==> config.mk <==
export PLATFORM = sky130hd
export DESIGN_NAME = mips_multicycle_ctrl
export DESIGN_NICKNAME = d
export VERILOG_FILES = /design/src/rtl/mips_pkg.sv /design/src/rtl/mips_alu_decoder.sv /design/src/rtl/mips_multicycle_ctrl.sv
export SDC_FILE = /design/constraint.sdc
export NUM_CORES = 1
export LEC_CHECK = 0
export CAP_MARGIN = 25
export CELL_PAD_IN_SITES_DETAIL_PLACEMENT = 1
export CELL_PAD_IN_SITES_GLOBAL_PLACEMENT = 1
export CORE_MARGIN = 5
export CORE_UTILIZATION = 30
export DETAILED_ROUTE_END_ITERATION = 8
export GPL_ROUTABILITY_DRIVEN = 1
export PLACE_DENSITY = 0.8
export RECOVER_POWER = 100
export REMOVE_ABC_BUFFERS = 1
export SLEW_MARGIN = 20
export SYNTH_ARGS = -nofsm -noshare
export SYNTH_HDL_FRONTEND = slang
export SYNTH_SLANG_ARGS = --single-unit
export TNS_END_PERCENT = 50
==> constraint.sdc <==
create_clock -name i_clk -period 2.13 [get_ports i_clk]
set_clock_uncertainty 0.2 [all_clocks]
set_input_delay 0.3195 -clock i_clk [delete_from_list [all_inputs] [get_ports i_clk]]
set_output_delay 0.3195 -clock i_clk [all_outputs]
set_load 0.03 [all_outputs]
==> src/rtl/mips_pkg.sv <==
// Shared encodings for the multicycle MIPS control unit: opcodes, functs,
// FSM state numbering, ALU operation class and ALU control codes.
package mips_pkg;

   localparam logic [5:0] OP_RTYPE = 6'b000000;
   localparam logic [5:0] OP_LW    = 6'b100011;
   localparam logic [5:0] OP_SW    = 6'b101011;
   localparam logic [5:0] OP_BEQ   = 6'b000100;
   localparam logic [5:0] OP_ADDI  = 6'b001000;
   localparam logic [5:0] OP_J     = 6'b000010;

   localparam logic [5:0] FN_ADD = 6'b100000;
   localparam logic [5:0] FN_SUB = 6'b100010;
   localparam logic [5:0] FN_AND = 6'b100100;
   localparam logic [5:0] FN_OR  = 6'b100101;
   localparam logic [5:0] FN_SLT = 6'b101010;

   typedef enum logic [3:0] {
      S_FETCH   = 4'd0,
      S_DECODE  = 4'd1,
      S_MEMADR  = 4'd2,
      S_MEMRD   = 4'd3,
      S_MEMWB   = 4'd4,
      S_MEMWR   = 4'd5,
      S_EXECUTE = 4'd6,
      S_ALUWB   = 4'd7,
      S_BRANCH  = 4'd8,
      S_ADDIEX  = 4'd9,
      S_ADDIWB  = 4'd10,
      S_JUMP    = 4'd11
   } state_t;

   localparam logic [1:0] ALUOP_ADD   = 2'b00;
   localparam logic [1:0] ALUOP_SUB   = 2'b01;
   localparam logic [1:0] ALUOP_FUNCT = 2'b10;

   localparam logic [2:0] ALUC_AND = 3'b000;
   localparam logic [2:0] ALUC_OR  = 3'b001;
   localparam logic [2:0] ALUC_ADD = 3'b010;
   localparam logic [2:0] ALUC_SUB = 3'b110;
   localparam logic [2:0] ALUC_SLT = 3'b111;

endpackage

==> src/rtl/mips_alu_decoder.sv <==
// Purely combinational ALU control decode from the FSM's aluop class and the
// instruction funct field.
module mips_alu_decoder
   import mips_pkg::*;
(
   input  logic [1:0] i_aluop,
   input  logic [5:0] i_funct,
   output logic [2:0] o_alucontrol
);

   logic [2:0] w_alucontrol;

   // map aluop class (and funct for R-type) to the ALU operation code
   always_comb begin
      w_alucontrol = ALUC_ADD;
      case (i_aluop)
         ALUOP_ADD: w_alucontrol = ALUC_ADD;
         ALUOP_SUB: w_alucontrol = ALUC_SUB;
         ALUOP_FUNCT: begin
            case (i_funct)
               FN_ADD:  w_alucontrol = ALUC_ADD;
               FN_SUB:  w_alucontrol = ALUC_SUB;
               FN_AND:  w_alucontrol = ALUC_AND;
               FN_OR:   w_alucontrol = ALUC_OR;
               FN_SLT:  w_alucontrol = ALUC_SLT;
               default: w_alucontrol = ALUC_ADD;
            endcase
         end
         default: w_alucontrol = ALUC_ADD;
      endcase
   end

   assign o_alucontrol = w_alucontrol;

endmodule

==> src/rtl/mips_multicycle_ctrl.sv <==
// Moore FSM control unit for a multicycle MIPS datapath, with a retired
// instruction counter. Reset forces every control output low combinationally.
module mips_multicycle_ctrl
   import mips_pkg::*;
#(
   parameter int CNT_W = 32
) (
   input  logic             i_clk,
   input  logic             i_reset,
   input  logic [5:0]       i_op,
   input  logic [5:0]       i_funct,
   input  logic             i_zero,
   output logic             o_iord,
   output logic             o_memwrite,
   output logic             o_irwrite,
   output logic             o_regdst,
   output logic             o_memtoreg,
   output logic             o_regwrite,
   output logic             o_alusrca,
   output logic [1:0]       o_alusrcb,
   output logic [1:0]       o_pcsrc,
   output logic [2:0]       o_alucontrol,
   output logic             o_pcen,
   output logic             o_instr_done,
   output logic             o_illegal_op,
   output logic [CNT_W-1:0] o_instret
);

   state_t             r_state;
   state_t             w_next_state;
   logic [CNT_W-1:0]   r_instret;

   logic       w_iord, w_memwrite, w_irwrite, w_regdst, w_memtoreg, w_regwrite;
   logic       w_alusrca, w_pcwrite, w_branch, w_done, w_illegal, w_out_en;
   logic [1:0] w_alusrcb, w_pcsrc, w_aluop;
   logic [2:0] w_alu_dec;

   // state register; reset aborts any instruction in flight
   always_ff @(posedge i_clk) begin
      if (i_reset) begin
         r_state <= S_FETCH;
      end else begin
         r_state <= w_next_state;
      end
   end

   // next-state logic
   always_comb begin
      w_next_state = S_FETCH;
      case (r_state)
         S_FETCH: w_next_state = S_DECODE;
         S_DECODE: begin
            case (i_op)
               OP_LW, OP_SW: w_next_state = S_MEMADR;
               OP_RTYPE:     w_next_state = S_EXECUTE;
               OP_BEQ:       w_next_state = S_BRANCH;
               OP_ADDI:      w_next_state = S_ADDIEX;
               OP_J:         w_next_state = S_JUMP;
               default:      w_next_state = S_FETCH;
            endcase
         end
         S_MEMADR: begin
            if (i_op == OP_SW) begin
               w_next_state = S_MEMWR;
            end else begin
               w_next_state = S_MEMRD;
            end
         end
         S_MEMRD:   w_next_state = S_MEMWB;
         S_EXECUTE: w_next_state = S_ALUWB;
         S_ADDIEX:  w_next_state = S_ADDIWB;
         default:   w_next_state = S_FETCH;
      endcase
   end

   // Moore output decode; unreachable encodings and reset leave everything low
   always_comb begin
      w_iord     = 1'b0;
      w_memwrite = 1'b0;
      w_irwrite  = 1'b0;
      w_regdst   = 1'b0;
      w_memtoreg = 1'b0;
      w_regwrite = 1'b0;
      w_alusrca  = 1'b0;
      w_alusrcb  = 2'b00;
      w_pcsrc    = 2'b00;
      w_aluop    = ALUOP_ADD;
      w_pcwrite  = 1'b0;
      w_branch   = 1'b0;
      w_done     = 1'b0;
      w_illegal  = 1'b0;
      w_out_en   = 1'b0;
      if (!i_reset) begin
         w_out_en = 1'b1;
         case (r_state)
            S_FETCH: begin
               w_irwrite = 1'b1;
               w_alusrcb = 2'b01;
               w_pcwrite = 1'b1;
            end
            S_DECODE: begin
               w_alusrcb = 2'b11;
               case (i_op)
                  OP_LW, OP_SW, OP_RTYPE, OP_BEQ, OP_ADDI, OP_J: w_illegal = 1'b0;
                  default:                                      w_illegal = 1'b1;
               endcase
            end
            S_MEMADR: begin
               w_alusrca = 1'b1;
               w_alusrcb = 2'b10;
            end
            S_MEMRD: w_iord = 1'b1;
            S_MEMWB: begin
               w_regwrite = 1'b1;
               w_memtoreg = 1'b1;
               w_done     = 1'b1;
            end
            S_MEMWR: begin
               w_iord     = 1'b1;
               w_memwrite = 1'b1;
               w_done     = 1'b1;
            end
            S_EXECUTE: begin
               w_alusrca = 1'b1;
               w_aluop   = ALUOP_FUNCT;
            end
            S_ALUWB: begin
               w_regwrite = 1'b1;
               w_regdst   = 1'b1;
               w_done     = 1'b1;
            end
            S_BRANCH: begin
               w_alusrca = 1'b1;
               w_aluop   = ALUOP_SUB;
               w_branch  = 1'b1;
               w_pcsrc   = 2'b01;
               w_done    = 1'b1;
            end
            S_ADDIEX: begin
               w_alusrca = 1'b1;
               w_alusrcb = 2'b10;
            end
            S_ADDIWB: begin
               w_regwrite = 1'b1;
               w_done     = 1'b1;
            end
            S_JUMP: begin
               w_pcsrc   = 2'b10;
               w_pcwrite = 1'b1;
               w_done    = 1'b1;
            end
            default: w_out_en = 1'b0;
         endcase
      end else begin
         w_out_en = 1'b0;
      end
   end

   mips_alu_decoder u_alu_dec (
      .i_aluop      (w_aluop),
      .i_funct      (i_funct),
      .o_alucontrol (w_alu_dec)
   );

   // retired-instruction counter, wraps naturally at all-ones
   always_ff @(posedge i_clk) begin
      if (i_reset) begin
         r_instret <= '0;
      end else if (w_done) begin
         r_instret <= r_instret + {{(CNT_W-1){1'b0}}, 1'b1};
      end else begin
         r_instret <= r_instret;
      end
   end

   assign o_iord       = w_iord;
   assign o_memwrite   = w_memwrite;
   assign o_irwrite    = w_irwrite;
   assign o_regdst     = w_regdst;
   assign o_memtoreg   = w_memtoreg;
   assign o_regwrite   = w_regwrite;
   assign o_alusrca    = w_alusrca;
   assign o_alusrcb    = w_alusrcb;
   assign o_pcsrc      = w_pcsrc;
   assign o_alucontrol = w_out_en ? w_alu_dec : 3'b000;
   assign o_pcen       = w_pcwrite | (w_branch & i_zero);
   assign o_instr_done = w_done;
   assign o_illegal_op = w_illegal;
   assign o_instret    = r_instret;

endmodule

==> flow_summary.toml, run 1 <==
[clock_network]
clkLatencyLatePin_ns = 0.30
h-tree-depth = 2
cts_buffer_depth = 2
cts_tree = "built"
cts_buffers = 5
path_clk_slew_ns = 0.08
cts_num_sinks = 36
root_buffer = "clkbuf_8"

[synthesis]
synth-seq-cells = 36
synthAdderAreaFrac_pct = 1.80
yosys.area_share.xor_xnor_pct = 10.5
syn_inst = 260
synth.distinct_cells = 50
synth-compound-area-share_pct = 12.6
synth.area.mux_share_pct = 0.481
synth_top_family_by_area = "simple AND/OR/NAND/NOR gates"
synth-simple-area-share_pct = 35.4
syn_avg_cell_area_um2 = 8.01
synth_area_um2 = 2080
ys_seq_area_share_pct = 34.6
yosys_warnings = 0

[layout]
post-route-util_pct = 53.2
area_growth_pct = 72.7
fill_cells = 771
antenna_cells = 0
final_nets = 399
drive_above_1_share_pct = 32.5

[grt]
grt_pass1_vias = 2476
track_usage_pct = 17.5
grt_pass1_wl_um = 12400
antenna_found_initial = 0
grt_max_degree = 33
overflow = 0

[power_and_ir_drop]
ir_drop_mv = 0.204
pwr-share-comb_pct = 14.1
pwr_density_cell_nw_per_um2 = 418
p_total_w = 0.00150
p_clk_share_pct = 40.8
sw_frac_of_total_pct = 25.1
seqPwrFrac_pct = 45.1
switching_power_w = 0.000378
p_leak_nw = 1.41
p_int_w = 0.00112

[critical_path]
critical_path_depth = 7
end_kind = "output pin"
slowest_stage = "dfxtp_2"
reg2regPathDepth = 9
worstPathMaxFanout = 2
critPathLaunchType = "flop"
cp.buffers_inverters = 1
crit_type = "reg -> out"
slowest_delay_ns = 0.35
cp_top_family = "simple AND/OR/NAND/NOR gates"
cp.required_ns = 1.61
cp_data_arrival_time_ns = 2.00
crit_chain = "nor2b_4 -> nand2b_1 -> or2_4 -> ha_4 -> a211o_1 -> nor3_2 -> buf_4"

[sta]
hold_slack_ns = 0.289
fin_crit_ns = 2.52
rsz0062_at_grt = "yes"
setup_viol = 10
fin_ws_ns = -0.386
max_slew_margin_pct = 60.8
hold_violations = 0
finalSetupTns_ns = -1.82
finalCritPeriodShare_pct = 118
worst_pin_slew_ns = 0.573
maxSlewViolCount = 0
max_freq_mhz = 397

[outcome]
failed_checks = "negative setup slack"
status = "complete, but fails checks"

[floorplanning]
top_level_ports = 64
fp.dieArea_um2 = 8710
core_area_um2 = 6760
rows = 30
start_util_pct = 30.8
die_y_um = 93.3
fp.dieW_um = 93.3

[routing]
ant_nets = 0
drt_iter0_drc = 80
wirelength_um = 8280
wire_per_inst_um = 17.9
vias = 2446
first_pass_iters = 4
drc_errors = 0
via_per_inst = 5.29

[placement]
io_buffers = 63
gp_congestion = 0.735
dp.final_hpwl_um = 4900

[min_path]
hold_depth = 2
hold_class = "reg -> reg"

[job]
maxCapViolCount = 0
-- worst paths after layout --
check,from,endpoint,slack (ns)
max,r_state[2]$_SDFF_PP0_,o_alucontrol[0],-0.39
min,o_instret[31]$_SDFFE_PP0P_,o_instret[31]$_SDFFE_PP0P_,0.29
max reg2reg,r_state[3]$_SDFF_PP0_,o_instret[31]$_SDFFE_PP0P_,-0.05
min reg2reg,o_instret[31]$_SDFFE_PP0P_,o_instret[31]$_SDFFE_PP0P_,0.29
-- flip-flops by register name (all words and copies together) (netlist names) --
signal,flops
o_instret,32
r_state,4
-- kinds of logic (layout without fill, tap and decap cells) --
group,after synthesis,in the layout
AO/OA/AOI/OAI,41,41
XOR/XNOR,25,25
adder cells (fa/ha/maj),3,3
buffers and inverters,23,145
flip-flops,36,36
multiplexers,1,1
AND/OR/NAND/NOR,131,131
-- power by group through the flow --
stage               clock [W]  combinational (W)  sequential [W]
floorplan                   0          0.0000544        0.000698
global placement            0           0.000154        0.000692
detailed placement          0           0.000157        0.000692
CTS                  0.000617           0.000186        0.000677
global route         0.000653           0.000226        0.000678
finish               0.000614           0.000212        0.000677
-- metrics by stage --
| step | cell area, µm² | std cells | worst slack [ns] |
|---|---|---|---|
| 2_1_floorplan | 2020 | 246 | -0.853 |
| 5_1_grt | 3600 | 462 | -0.448 |
| 4_1_cts | 3440 | 451 | -0.294 |
| 3_3_place_gp | 3060 | 434 | -0.571 |
| 6_report | 3600 | 462 | -0.386 |
| 3_5_place_dp | 3060 | 434 | -0.563 |
-- final cells by class --
class,instances,area (µm²),share of cell area (%)
multi-input combinational,201,1450,40.4
clock buffer,5,68.8,1.91
sequential,36,729,20.3
inverter,9,37.5,1.04
clock inverter,3,42.5,1.18
tap,80,100,2.78
timing repair buffer,128,1160,32.4
-- layer usage --
metal | routed length [µm] | GRT usage (%) | up-vias
met3 | 230 | 2.74 | 14
li1 | - | - | 1172
met1 | 3540 | 21.1 | 1209
met5 | 0 | 0 | -
met2 | 4360 | 31.9 | 51
met4 | 146 | 5.01 | 0
-- worst reg2reg max path, delay by kind of cell (launching register included) --
family / cells / cell delay (ns)
flip-flops: 1 / 0.37
AND/OR/NAND/NOR: 3 / 0.68
buffers and inverters: 4 / 0.52
AO/OA/AOI/OAI: 2 / 0.35
-- placed cells by master, fill, tap and decap left out, drive strengths merged, types with 7 or more instances in the layout --
cell | Yosys | layout
o21ai | 11 | 11
xor2 | 18 | 18
clkbuf | 9 | 8
nand4 | 15 | 15
dfxtp | 36 | 36
nor4 | 7 | 7
nand2 | 14 | 14
nor2b | 7 | 7
clkdlybuf4s50 | 0 | 35
inv | 9 | 8
dlygate4sd3 | 0 | 8
nor2 | 38 | 38
buf | 5 | 79
a21oi | 11 | 11
nand3 | 15 | 15
xnor2 | 7 | 7
-- what timing repair did --
item | 4_1_cts | 5_1_grt
setup endpoints to repair | 22 | 22
gates cloned | 1 | 0
pin swaps | 7 | 11
hold buffers | 0 | 0
buffers inserted | 9 | 11
resized for setup | 41 | 24
-- cell usage after synthesis (all sizes together) --
master / instances / area, µm²
nor2: 38 / 145
dfxtp: 36 / 721
xor2: 18 / 158
nand3: 15 / 80.1
nand4: 15 / 115
nand2: 14 / 52.6
a21oi: 11 / 55.1
o21ai: 11 / 55.1
clkbuf: 9 / 35.0
inv: 9 / 33.8
nor2b: 7 / 43.8
nor4: 7 / 58.8
xnor2: 7 / 61.3
nor3: 6 / 30.0
or3: 6 / 37.5
buf: 5 / 26.3
nand2b: 5 / 31.3
a211oi: 3 / 22.5
and3: 3 / 18.8
and4: 3 / 26.3
ha: 3 / 37.5
o31ai: 3 / 22.5
a2111oi: 2 / 17.5
a211o: 2 / 17.5
a22oi: 2 / 15.0
and2: 2 / 12.5
nor3b: 2 / 15.0
or4: 2 / 15.0
a22o: 1 / 8.76
a2bb2oi: 1 / 8.76
a311oi: 1 / 8.76
a41oi: 1 / 8.76
and4b: 1 / 10.0
and4bb: 1 / 12.5
mux2i: 1 / 10.0
nand4b: 1 / 8.76
nor4b: 1 / 8.76
o211ai: 1 / 7.51
o21a: 1 / 7.51
o21bai: 1 / 7.51
or2: 1 / 6.26
or3b: 1 / 8.76
Note: power is estimated with default switching activity, not from simulation.
==> inputs of run 2 (changes only) <==
- GPL_ROUTABILITY_DRIVEN: 1 -> 0
==> results of run 2 <==
The final DEF is identical to that of run 1; final timing and power are the same.
